## config.mk

```make
export PLATFORM = sky130hd
export DESIGN_NAME = multicycle_control
export DESIGN_NICKNAME = d
export VERILOG_FILES = /design/src/rtl/mc_pkg.sv /design/src/rtl/mc_opcode_decode.sv /design/src/rtl/multicycle_control.sv
export SDC_FILE = /design/constraint.sdc
export NUM_CORES = 1
export LEC_CHECK = 0
export ABC_AREA = 1
export ABC_CLOCK_PERIOD_IN_PS = 2100
export CELL_PAD_IN_SITES_DETAIL_PLACEMENT = 1
export CELL_PAD_IN_SITES_GLOBAL_PLACEMENT = 1
export CORE_ASPECT_RATIO = 0.5
export CORE_UTILIZATION = 31
export CTS_CLUSTER_SIZE = 40
export DETAILED_ROUTE_END_ITERATION = 10
export HOLD_SLACK_MARGIN = 0.03
export PLACE_DENSITY = 0.79
export SETUP_SLACK_MARGIN = 0.2
export SLEW_MARGIN = 20
export SYNTH_ARGS = -nofsm -noshare
export SYNTH_HDL_FRONTEND = slang
export SYNTH_SLANG_ARGS = --single-unit
export TNS_END_PERCENT = 20
```

## constraint.sdc

```tcl
create_clock -name clk -period 2.1 [get_ports clk]
set_clock_uncertainty 0.1 [all_clocks]
set_input_delay 0.315 -clock clk [delete_from_list [all_inputs] [get_ports clk]]
set_output_delay 0.315 -clock clk [all_outputs]
set_load 0.01 [all_outputs]
```

## src/rtl/mc_pkg.sv

```systemverilog
// mc_pkg: shared definitions for the multicycle controller.
//   - opcode constants (IR[31:26])
//   - UC_signal encodings consumed by alu_control
//   - 4-bit state enum (state_o debug encoding)
//   - opcode class enum produced by mc_opcode_decode
package mc_pkg;

  localparam logic [5:0] OP_RTYPE = 6'b000000;
  localparam logic [5:0] OP_LW    = 6'b100011;
  localparam logic [5:0] OP_SW    = 6'b101011;
  localparam logic [5:0] OP_BEQ   = 6'b000100;
  localparam logic [5:0] OP_J     = 6'b000010;
  localparam logic [5:0] OP_ADDI  = 6'b001000;
  localparam logic [5:0] OP_ANDI  = 6'b001100;
  localparam logic [5:0] OP_ORI   = 6'b001101;
  localparam logic [5:0] OP_SLTI  = 6'b001010;

  typedef enum logic [2:0] {
    UC_RTYPE = 3'b000,
    UC_ADD   = 3'b001,
    UC_SUB   = 3'b010,
    UC_AND   = 3'b011,
    UC_OR    = 3'b100,
    UC_SLT   = 3'b101
  } uc_e;

  typedef enum logic [3:0] {
    IDLE     = 4'd0,
    FETCH    = 4'd1,
    DECODE   = 4'd2,
    EXEC_R   = 4'd3,
    WB_R     = 4'd4,
    EXEC_I   = 4'd5,
    WB_I     = 4'd6,
    MEM_ADDR = 4'd7,
    MEM_RD   = 4'd8,
    WB_MEM   = 4'd9,
    MEM_WR   = 4'd10,
    BRANCH   = 4'd11,
    JUMP     = 4'd12,
    TRAP     = 4'd13
  } state_e;

  typedef enum logic [2:0] {
    CLS_R,
    CLS_MEM,
    CLS_BRANCH,
    CLS_JUMP,
    CLS_IMM,
    CLS_ILLEGAL
  } op_class_e;

  // States that issue a memory request and wait on mem_ready.
  function automatic logic is_mem_state(input state_e s);
    return (s == FETCH) || (s == MEM_RD) || (s == MEM_WR);
  endfunction

endpackage

```

## src/rtl/mc_opcode_decode.sv

```systemverilog
// mc_opcode_decode: combinational opcode classifier.
// Ports:
//   opcode   in  [5:0]  IR[31:26]
//   op_class out        next-state class taken out of DECODE
//   imm_uc   out        ALU class for I-type arithmetic (ADD for anything else)
module mc_opcode_decode
  import mc_pkg::*;
(
  input  logic [5:0] opcode,
  output op_class_e  op_class,
  output uc_e        imm_uc
);

  always_comb begin
    op_class = CLS_ILLEGAL;
    imm_uc   = UC_ADD;
    case (opcode)
      OP_RTYPE:    op_class = CLS_R;
      OP_LW,
      OP_SW:       op_class = CLS_MEM;
      OP_BEQ:      op_class = CLS_BRANCH;
      OP_J:        op_class = CLS_JUMP;
      OP_ADDI: begin
        op_class = CLS_IMM;
        imm_uc   = UC_ADD;
      end
      OP_ANDI: begin
        op_class = CLS_IMM;
        imm_uc   = UC_AND;
      end
      OP_ORI: begin
        op_class = CLS_IMM;
        imm_uc   = UC_OR;
      end
      OP_SLTI: begin
        op_class = CLS_IMM;
        imm_uc   = UC_SLT;
      end
      default:     op_class = CLS_ILLEGAL;
    endcase
  end

endmodule

```

## src/rtl/multicycle_control.sv

```systemverilog
// multicycle_control: Moore control FSM for a multicycle MIPS-like datapath.
//
// state    | meaning
// ---------+-------------------------------------------------
// IDLE     | halted, waiting for run
// FETCH    | read instruction memory, PC+4 on mem_ready
// DECODE   | register read, branch target into ALUOut
// EXEC_R   | R-type ALU op
// WB_R     | write rd
// EXEC_I   | I-type ALU op with sign-extended immediate
// WB_I     | write rt
// MEM_ADDR | compute load/store address
// MEM_RD   | data memory read, wait for mem_ready
// WB_MEM   | write loaded data to rt
// MEM_WR   | data memory write, wait for mem_ready
// BRANCH   | BEQ compare, PC <- ALUOut when zero
// JUMP     | PC <- jump target
// TRAP     | illegal opcode or memory timeout; held until rst
//
// Parameter MEM_TIMEOUT: max wait cycles per memory state (0 = no timeout).
// Ports: clk, rst (sync, active-high), run, opcode[5:0], zero, mem_ready in;
//   datapath strobes/selects, UC_signal[2:0], trap, state_o[3:0] out.
// Optional: MULTICYCLE_CONTROL_PERF_EN adds instr_count[31:0] (completed
//   instructions, wrapping).
module multicycle_control
  import mc_pkg::*;
#(
  parameter int unsigned MEM_TIMEOUT = 16
) (
  input  logic       clk,
  input  logic       rst,
  input  logic       run,
  input  logic [5:0] opcode,
  input  logic       zero,
  input  logic       mem_ready,
  output logic       mem_req,
  output logic       mem_we,
  output logic       iord,
  output logic       ir_write,
  output logic       pc_write,
  output logic       reg_write,
  output logic       reg_dst,
  output logic       mem_to_reg,
  output logic       alu_src_a,
  output logic [1:0] pc_src,
  output logic [1:0] alu_src_b,
  output logic [2:0] UC_signal,
  output logic       trap,
  output logic [3:0] state_o
`ifdef MULTICYCLE_CONTROL_PERF_EN
  ,
  output logic [31:0] instr_count
`endif
);

  localparam int unsigned CNT_W    = (MEM_TIMEOUT > 1) ? $clog2(MEM_TIMEOUT) : 1;
  localparam int unsigned CNT_INIT = (MEM_TIMEOUT > 0) ? MEM_TIMEOUT - 1 : 0;
  localparam logic [CNT_W-1:0] CNT_LOAD = CNT_W'(CNT_INIT);

  state_e           state_q, state_d;
  logic [CNT_W-1:0] wait_cnt_q, wait_cnt_d;
  logic             timeout_hit;
  logic             instr_done;
  op_class_e        op_class;
  uc_e              imm_uc;

  mc_opcode_decode u_decode (
    .opcode   (opcode),
    .op_class (op_class),
    .imm_uc   (imm_uc)
  );

  // Down-counter reaches terminal count on the last allowed wait cycle;
  // a miss of mem_ready there is the timeout.
  assign timeout_hit = (MEM_TIMEOUT != 0) && !mem_ready && (wait_cnt_q == '0);

  always_comb begin
    state_d    = state_q;
    instr_done = 1'b0;
    case (state_q)
      IDLE:     if (run) state_d = FETCH;
      FETCH: begin
        if (mem_ready)        state_d = DECODE;
        else if (timeout_hit) state_d = TRAP;
      end
      DECODE: begin
        case (op_class)
          CLS_R:      state_d = EXEC_R;
          CLS_MEM:    state_d = MEM_ADDR;
          CLS_BRANCH: state_d = BRANCH;
          CLS_JUMP:   state_d = JUMP;
          CLS_IMM:    state_d = EXEC_I;
          default:    state_d = TRAP;
        endcase
      end
      EXEC_R:   state_d = WB_R;
      EXEC_I:   state_d = WB_I;
      MEM_ADDR: state_d = (opcode == OP_SW) ? MEM_WR : MEM_RD;
      MEM_RD: begin
        if (mem_ready)        state_d = WB_MEM;
        else if (timeout_hit) state_d = TRAP;
      end
      MEM_WR: begin
        if (mem_ready)        instr_done = 1'b1;
        else if (timeout_hit) state_d = TRAP;
      end
      WB_R, WB_I, WB_MEM, BRANCH, JUMP: instr_done = 1'b1;
      TRAP:     state_d = TRAP;
      default:  state_d = TRAP;
    endcase
    if (instr_done) state_d = run ? FETCH : IDLE;
  end

  // Reload on every entry into a memory state, including FETCH after a
  // completed MEM_WR; count down only while the request is outstanding.
  always_comb begin
    wait_cnt_d = wait_cnt_q;
    if (is_mem_state(state_d) && (state_d != state_q))
      wait_cnt_d = CNT_LOAD;
    else if (is_mem_state(state_q) && !mem_ready && (wait_cnt_q != '0))
      wait_cnt_d = wait_cnt_q - 1'b1;
  end

  always_ff @(posedge clk) begin
    if (rst) begin
      state_q    <= IDLE;
      wait_cnt_q <= '0;
    end else begin
      state_q    <= state_d;
      wait_cnt_q <= wait_cnt_d;
    end
  end

  always_comb begin
    mem_req    = 1'b0;
    mem_we     = 1'b0;
    iord       = 1'b0;
    ir_write   = 1'b0;
    pc_write   = 1'b0;
    reg_write  = 1'b0;
    reg_dst    = 1'b0;
    mem_to_reg = 1'b0;
    alu_src_a  = 1'b0;
    pc_src     = 2'b00;
    alu_src_b  = 2'b00;
    UC_signal  = UC_RTYPE;
    trap       = 1'b0;
    case (state_q)
      FETCH: begin
        mem_req   = 1'b1;
        alu_src_b = 2'b01;
        UC_signal = UC_ADD;
        ir_write  = mem_ready;
        pc_write  = mem_ready;
      end
      DECODE: begin
        alu_src_b = 2'b11;
        UC_signal = UC_ADD;
      end
      EXEC_R: alu_src_a = 1'b1;
      WB_R: begin
        reg_write = 1'b1;
        reg_dst   = 1'b1;
      end
      EXEC_I: begin
        alu_src_a = 1'b1;
        alu_src_b = 2'b10;
        UC_signal = imm_uc;
      end
      WB_I:   reg_write = 1'b1;
      MEM_ADDR: begin
        alu_src_a = 1'b1;
        alu_src_b = 2'b10;
        UC_signal = UC_ADD;
      end
      MEM_RD: begin
        mem_req = 1'b1;
        iord    = 1'b1;
      end
      WB_MEM: begin
        reg_write  = 1'b1;
        mem_to_reg = 1'b1;
      end
      MEM_WR: begin
        mem_req = 1'b1;
        mem_we  = 1'b1;
        iord    = 1'b1;
      end
      BRANCH: begin
        alu_src_a = 1'b1;
        UC_signal = UC_SUB;
        pc_src    = 2'b01;
        pc_write  = zero;
      end
      JUMP: begin
        pc_src   = 2'b10;
        pc_write = 1'b1;
      end
      TRAP:    trap = 1'b1;
      default: ;
    endcase
  end

  assign state_o = state_q;

`ifdef MULTICYCLE_CONTROL_PERF_EN
  logic [31:0] instr_count_q, instr_count_d;

  assign instr_count_d = instr_done ? instr_count_q + 32'd1 : instr_count_q;

  always_ff @(posedge clk) begin
    if (rst) instr_count_q <= '0;
    else     instr_count_q <= instr_count_d;
  end

  assign instr_count = instr_count_q;
`endif

endmodule

```

==> summary.md, run 1 <==
The routability congestion estimate is 0.838. The flow ran to the end, but the final reports show violations. Entering global routing, the biggest net connects 9 pins.

Data on the critical path arrives at its endpoint at 2300 ps. Number of antenna violations at the first check in global routing: 0. The critical path data required time is 2150 ps, and the maximum clock path buffer count is 2.

The transition time at the pin with the least slew margin is 363 ps. For the final antenna diode count, the log shows 0. The share of the clock period used by the worst path after layout is 1.07, and the global-route total usage across every layer is 0.226.

In this run, distinct cell masters in the synthesized netlist total 30. In the layout the commonest cells are buf_4, nand2_1, inv_1. The overall routed net length is 6.84 mm.

The wire length per cell was 22.1 um; the overall via count from detail_route was 1746. The final-report hold violation count came out at 0. Synthesis produced a netlist with a net count of 203. Summed over all layers, the global routing overflow is 0. On the worst path, the slowest cell contributes a delay of 370 ps. The worst register-to-register path ends at wait_cnt_q[2]$_SDFFE_PP0P_. For the worst slew slack as a fraction of its limit, the log shows 0.756.

The floorplan has 14 rows. The number of clock buffers added by TritonCTS is 3. 32 I/O pins were placed.

After clock tree synthesis, the clock-pin slew on the worst setup and hold paths is 40 ps. The number of instances in the synthesized netlist came out at 190. The wire length of the first global-routing pass was 6.47 mm; the maximum fanout count along the critical path was 6.

The number of global-route vias before repair is 1413, and the total design power is 3.02 mW. Path type of the worst min-delay path: flip-flop to flip-flop. The gate family responsible for the most delay along the worst path is simple AND/OR/NAND/NOR gates.

The count of H-tree levels built during CTS is 1, and the flop and latch count out of synthesis is 8. Hold repair after CTS inserted 0 buffers. Setup violations remaining at the end of the flow were counted as 4. The signal on the critical path passes through buf_6 -> nor2_4 -> nand2_2 -> buf_4 -> o22ai_1 -> a211oi_2 -> nand2_2 -> nand2_2 -> nand2_1 -> nand2_1 -> nor2_2 -> nand2_2 -> a21oi_1. The post-route minimum period was 2250 ps; the static leakage was 1.09 nW. IR analysis of the VDD net gives a maximum drop of 1.11 mV. The setup path with the least slack is of type flip-flop to flip-flop. The clock net sink count was 8; the number of buffers and inverters on the critical path was 2. The hold slack was 523 ps; the area added between synthesis and finish was 97.8%.

TritonCTS built the clock tree. For the post-route core utilization, the log shows 0.672. Leaving out fill and tap cells, the most frequent cell in the layout is buf_4.

The clock reaches the later pin of the worst-skew pair after 230 ps. The final number of max-transition violations was 0. In this run, the number of DRC markers left after iteration 0 of detailed routing was 82. The DRC violations left is 3, and the average vias per placed instance is 5.63. Across all register-to-register paths, the minimum setup slack is -150 ps. Leaving out filler cells and counting taps, the final layout contains 310. The run gives 3670 um2 as the floorplan die area. For the number of violations of the max-capacitance limit, the log shows 0. Setup repair after global routing could not meet its margin everywhere. The tools report the instance area at placement as 1610 um2.

The final design instance area without fill was 2100 um2. The effective utilization at floorplan is 0.340, and the core footprint is 3120 um2. The checks that failed: DRC, setup timing. OpenSTA, run right after detailed placement, puts the worst setup slack at -282 ps. The share of post-route cells with drive strength above 1 is 0.537. The synthesized netlist occupies a cell area of 1060 um2. Mean instance size in the synthesized netlist: 5.58 um2. The tools report the worst hold path startpoint as wait_cnt_q[1]$_SDFFE_PP0P_. Port buffering added 31 buffers. Fraction of the yosys area taken by sequential cells: 0.151. The tools report the clock root buffer as clkbuf_8. The setup TNS after final layout was -466 ps.

The final layout contains 285 nets. The worst hold path was traced through 2 stages. From left edge to right edge, the die measures 84.7 um. The number of routed nets with antenna violations is 0, and the count of cells along the worst register-to-register path is 13. Among the stages of the critical path, the cell type that occurs most often is nand2_2. For the highest clock rate, the log shows 444 MHz. The total of warnings raised by yosys came out at 0. The largest individual stage delay along the critical path comes from the cell dfxtp_4. The worst-case hold path end point was wait_cnt_q[1]$_SDFFE_PP0P_. The wire-length estimate of the detail-placed layout is 3.21 mm.

From bottom edge to top edge, the die measures 43.3 um. The element type at the critical path end was a flip-flop. The startpoint identified for the worst register-to-register timing path is state_o[1]$_SDFF_PP0_. Before antenna repair, the detailed router went through 7 iterations. The tools report the final worst slack as -152 ps. STA classifies the critical path startpoint as a flip-flop. The number of placed instances, taps included, is 286. Power density over the cells: 1440 nW/um2.
-- worst max path at each step --
stage	from	to	slack, ps	depth (start not counted)
4_1_cts	opcode[4]	wait_cnt_q[0]$_SDFFE_PP0P_	-3	16
3_3_place_gp	opcode[3]	UC_signal[2]	-210	8
6_report	state_o[1]$_SDFF_PP0_	wait_cnt_q[2]$_SDFFE_PP0P_	-150	13
5_1_grt	state_o[1]$_SDFF_PP0_	wait_cnt_q[2]$_SDFFE_PP0P_	-220	13
3_5_place_dp	opcode[5]	wait_cnt_q[0]$_SDFFE_PP0P_	-280	16
2_1_floorplan	wait_cnt_q[0]$_SDFFE_PP0P_	wait_cnt_q[0]$_SDFFE_PP0P_	280	14
-- cells in the mapped netlist (all sizes together) --
cell	count	area share
nor3	5	0.028
o21ai	6	0.032
o211ai	1	0.0071
dfxtp	8	0.15
buf	3	0.021
nor4	1	0.012
inv	33	0.12
a31o	1	0.0083
xor2	1	0.0083
a211oi	1	0.012
nand4	2	0.012
nand3	24	0.13
ha	2	0.024
xnor2	1	0.0083
nor2	42	0.17
o22ai	2	0.012
a21oi	6	0.039
nand2	51	0.21
-- logic make-up after synthesis --
logic type      synth area share
xor+xnor                  0.0165
compound gates             0.110
simple gates               0.561
fa+ha+maj                 0.0236
buf+inv                    0.138
flops                      0.151
-- final cells by class --
cell class / instances / area [um2]
inverters: 33 / 134
multi-input cells: 146 / 1030
flip-flops and latches: 8 / 178
repair buffers: 80 / 661
well taps: 40 / 50.0
clock buffers: 3 / 41.3
fillers: 384 / 1020
-- per-layer routing --
metal	part of all wire	track usage	vias up
met4	0.042	0.0746	0
met2	0.48	0.415	106
met1	0.42	0.288	838
li1	-	-	765
met5	0	0	-
met3	0.064	0.0210	37
-- worst reg2reg max path, cell delays in order (launching register included) --
cell	delay, ps
dfxtp_4	370
buf_6	130
nor2_4	240
nand2_2	140
buf_4	160
o22ai_1	180
a211oi_2	80
nand2_2	110
nand2_2	80
nand2_1	100
nand2_1	70
nor2_2	110
nand2_2	120
a21oi_1	190
-- sequential cells by signal (all words and copies together), names as in the netlist --
name / cells
state_o: 4
wait_cnt_q: 4
-- timing repair --
item,in CTS,in global routing
pin swaps,4,25
gates resized for setup,51,83
cloned,0,0
buffers inserted,2,19
setup endpoints to repair,21,13
-- where the power goes --
group	internal [mW]	switching, mW	leakage (nW)	total [mW]
Sequential	0.234	0.108	0.0694	0.341
Clock	0.124	0.0613	0.0216	0.186
Combinational	1.06	1.43	0.998	2.49
Total	1.42	1.60	1.09	3.02
No activity file was read; power rests on OpenSTA's default activity.
==> inputs of run 2 (changes only) <==
- CORE_UTILIZATION: 31 -> 29
- PLACE_DENSITY: 0.79 -> 0.78
- SYNTH_HIERARCHICAL: default -> 1
==> run 2 against run 1 <==
  * The flow finishes with violations (setup timing)
  * Final cell count down 6.1%
  * Via count down 19%
  * Global-route usage down 1.4 points
  * Highest routed layer unchanged
  * Register-to-register slack better by 300 ps
  * Count of clock-buffer cells in the layout unchanged
  * Core utilization down 11 points
  * Final area down 17%
  * Die area down 0.16%
==> summary.md, run 2 <==
The final HPWL from detailed placement was 2.96 mm (-7.8%). The number of core rows is 14 (unchanged). The number of nets produced by synthesis was 203 (unchanged).

The tools report the final-report hold violation count as 0 (unchanged). The critical path startpoint was state_o[3]$_SDFF_PP0_. The min-delay analysis places its worst path in the category flip-flop to flip-flop. TritonCTS built the clock tree. Length of the first detailed-routing pass in iterations: 6 (-1). Final antenna diode count: 0 (unchanged). The library cell appearing most often on the critical path was inv_1. The leftover overflow at the end of global routing was 0 (unchanged); the wire length per cell was 14.8 um (-33%). Setup repair after global routing could not meet its margin everywhere. The post-synthesis simple-gate area fraction works out to 0.569 (+0.00810). The number of placed cells counting well taps is 282 (-1.4%). The adder-cell area share of the yosys netlist is 0.0253 (+0.00167). For the fraction of the yosys area taken by sequential cells, the log shows 0.162 (+0.0107). The count of buffers inserted at the top-level ports was 31 (unchanged). Sorting the synthesized cells by area gives the leading types as nand2_1, dfxtp_1, nor2_1. The run gives 3 (unchanged) as the number of buffers added by the clock tree synthesis step. The number of distinct library cell variants in the gate-level netlist after synthesis is 24 (-20%), and the highest clock rate is 464 MHz (+4.6%). The run finished, with violations left. The static leakage was 1.07 nW (-1.8%). The tools report the number of fill cells in the layout as 433 (+13%).

The run gives 0 (unchanged) as the number of antenna violations at the first check in global routing. Gate family responsible for the most delay along the worst path: buffers and inverters. The total I/O pin count is 32 (unchanged).

For the wire length of the first global-routing pass, the log shows 6.16 mm (-4.7%). Highest-delay cell along the critical path: clkdlybuf4s50_1. The clock net sink count is 8 (unchanged), and the die height is 43.3 um (about the same). The mean instance size in the synthesized netlist came out at 5.21 um2 (-6.6%).

The number of buffers and inverters on the critical path is 3 (+1), and the number of standard cells in the final layout excluding fillers is 291 (-6.1%). The average vias per placed instance is 4.86 (-14%). The classification of the worst setup path is flip-flop to primary output. Library cell with the highest instance count after synthesis: nand2_1. The setup slack after placement is -524 ps (-241 ps), and the post-synthesis compound-gate area fraction is 0.0746 (-0.0352). The library cell with the largest summed area after synthesis was nand2_1. The share of the clock period used by the worst path after layout was 1.03 (-0.0468); the share of cell area taken by muxes after synthesis was 0 (unchanged). The maximum clock path buffer count was 2 (unchanged); the peak supply drop was 0.594 mV (-46%).

The transition time at the pin with the least slew margin is 382 ps (+19.0 ps), and the number of routed nets with antenna violations is 0 (unchanged). The number of nets at the end of the flow was 266 (-6.7%); the maximum number of pins on one net before global-route repair was 9 (unchanged). The tools report the clock root buffer as clkbuf_8. The worst hold path startpoint is wait_cnt_q[3]$_SDFFE_PP0P_. The count of H-tree levels built during CTS was 1 (unchanged). The global-route total usage across every layer was 0.212 (-0.0143); the routability congestion estimate was 0.857 (+2.3%). The area share of the largest cell type after synthesis was 0.205 (+0.0490); the fraction of synthesis flops using an asynchronous set or reset pin was 0 (unchanged). The DRC violations left was 0 (-3); the overall via count from detail_route was 1413 (-19%). In this run the critical register-to-register path is launched from state_o[3]$_SDFF_PP0_. The checks that failed: setup timing.

The most common library cell in the layout ignoring fill and taps was nand2_1. The run gives 990 um2 (-6.6%) as the cell area after synthesis. The clock latency reported for the late side of the worst-skew pair was 230 ps (about the same).

For the overall routed net length, the log shows 4.30 mm (-37%). The final worst slack came out at -53.2 ps (+98.3 ps). Sorting the synthesized cells by how often they occur yields nand2_1, nor2_1, inv_1. The run gives 0 (unchanged) as the number of violations of the max-capacitance limit. The count of flip-flops with a built-in enable after synthesis came out at 0 (unchanged).

The effective utilization at floorplan was 0.317 (-0.0225); the post-route minimum period was 2150 ps (-98.3 ps). The worst slew slack as a fraction of its limit came out at 0.745 (-0.0114). The share of post-route cells with drive strength above 1 is 0.343 (-0.194), and the number of endpoints failing setup at the final stage is 1 (-3).

The signal arrival time at the worst endpoint is 1740 ps (-560 ps). The flop and latch count out of synthesis works out to 8 (unchanged). The maximum fanout count along the critical path came out at 6 (unchanged). The number of instances in the synthesized netlist came out at 190 (unchanged).

The startpoint kind of the worst setup timing path was a flip-flop. The post-CTS clock slew at the launch and capture registers of the worst setup and hold paths came out at 50 ps (about the same). Area added between synthesis and finish: 76.7%.

The critical path goes through inv_1 -> nor2_4 -> nand2_1 -> inv_1 -> clkdlybuf4s50_1. The critical path's largest stage delay is 530 ps (+160 ps), and the horizontal extent of the die is 84.6 um (about the same). After synthesis, the largest family of logic cells by area is simple AND/OR/NAND/NOR gates. The critical path data required time was 1680 ps (-470 ps). The run gives 34 (-59%) as the initial DRC count.

The power density over the cells is 672 nW/um2 (-53%). The post-synthesis xor/xnor area fraction came out at 0.0177 (+0.00117). The core footprint is 3120 um2 (unchanged), and the instance area at placement is 1510 um2 (-6.0%). The final design instance area without fill is 1750 um2 (-17%), and the total of warnings raised by yosys is 6 (+6). The final number of max-transition violations came out at 0 (unchanged). Element type at the critical path end: a primary output. In the layout the commonest cells are nand2_1, inv_1, buf_4. The dominant synthesized flop cell is dfxtp_1. The tools report the number of global-route vias before repair as 1371 (-3.0%). Floorplan die area: 3660 um2 (-0.16%).
[run 2: cell count changes in the layout (fill, tap and decap cells not counted), sizes merged, moves of 2 or more]
cell,change
o22ai,-2
o21ai,-3
nand2,+7
nand3,-8
dlymetal6s2s,-2
dlygate4sd2,+2
clkbuf,-3
inv,+4
buf,-17
[run 2: through the flow]
stage	hold slack (ps)	util	TNS, ps	power (mW)
2_1_floorplan	428	-	0	0.595
3_3_place_gp	451	0.485	-2960	0.858
3_5_place_dp	467	0.485	-3760	0.877
4_1_cts	492	0.511	0	1.11
5_1_grt	524	0.561	-129	1.27
6_report	488	0.561	-53.2	1.18
[run 2: final cells by class]
type	instances	area, um2	area share
Multi-Input combinational cell	143	807	0.461
Timing Repair Buffer	60	537	0.307
Sequential cell	8	170	0.0973
Inverter	37	144	0.0823
Tap cell	40	50.0	0.0286
Clock buffer	3	41.3	0.0236
[run 2: routing by layer]
layer / routed length (um) / global-route usage
met1: 1910 / 0.287
met2: 2160 / 0.380
met3: 178 / 0.0350
met4: 48 / 0.00339
met5: 0 / 0
[run 2: cells by family (layout without fill, tap and decap cells)]
logic type	Yosys count	in the layout
AOI/OAI and AO/OA	13	13
xor gates and xnor gates	2	2
adders and majority gates	2	2
buffers and inverters	39	100
DFF	8	8
and+or+nand+nor	126	126
[run 2: power by group]
part           switching, mW  total [mW]  internal, mW
clock network         0.0619       0.186         0.124
registers             0.0426       0.243         0.201
logic                  0.424       0.746         0.323
total                  0.528        1.18         0.648
[run 2: what timing repair did]
action | CTS | global route
endpoints found under the setup margin | 25 | 15
hold buffers | 0 | 0
setup buffers | 1 | 5
pin swaps | 8 | 18
resized for setup | 61 | 43
[run 2: worst reg2reg max path, stage by stage (launching register included)]
cell	delay [ps]
dfxtp_4	390
inv_1	90
nor2_4	220
o211ai_1	160
inv_1	140
nor2_4	60
buf_4	130
buf_4	120
nand2_1	120
nand4_4	160
a21oi_2	170
[run 2: worst paths after layout]
kind	to	slack, ps	cells after the start
hold reg to reg	wait_cnt_q[3]$_SDFFE_PP0P_	490	3
hold / removal	wait_cnt_q[3]$_SDFFE_PP0P_	490	3
setup / recovery	mem_to_reg	-50	5
setup reg to reg	wait_cnt_q[0]$_SDFFE_PP0P_	150	10
==> inputs of run 3 (changes only) <==
- GPL_ROUTABILITY_DRIVEN: default -> 1
==> results of run 3 <==
No change in the layout: final DEF, timing and power equal those of run 2.
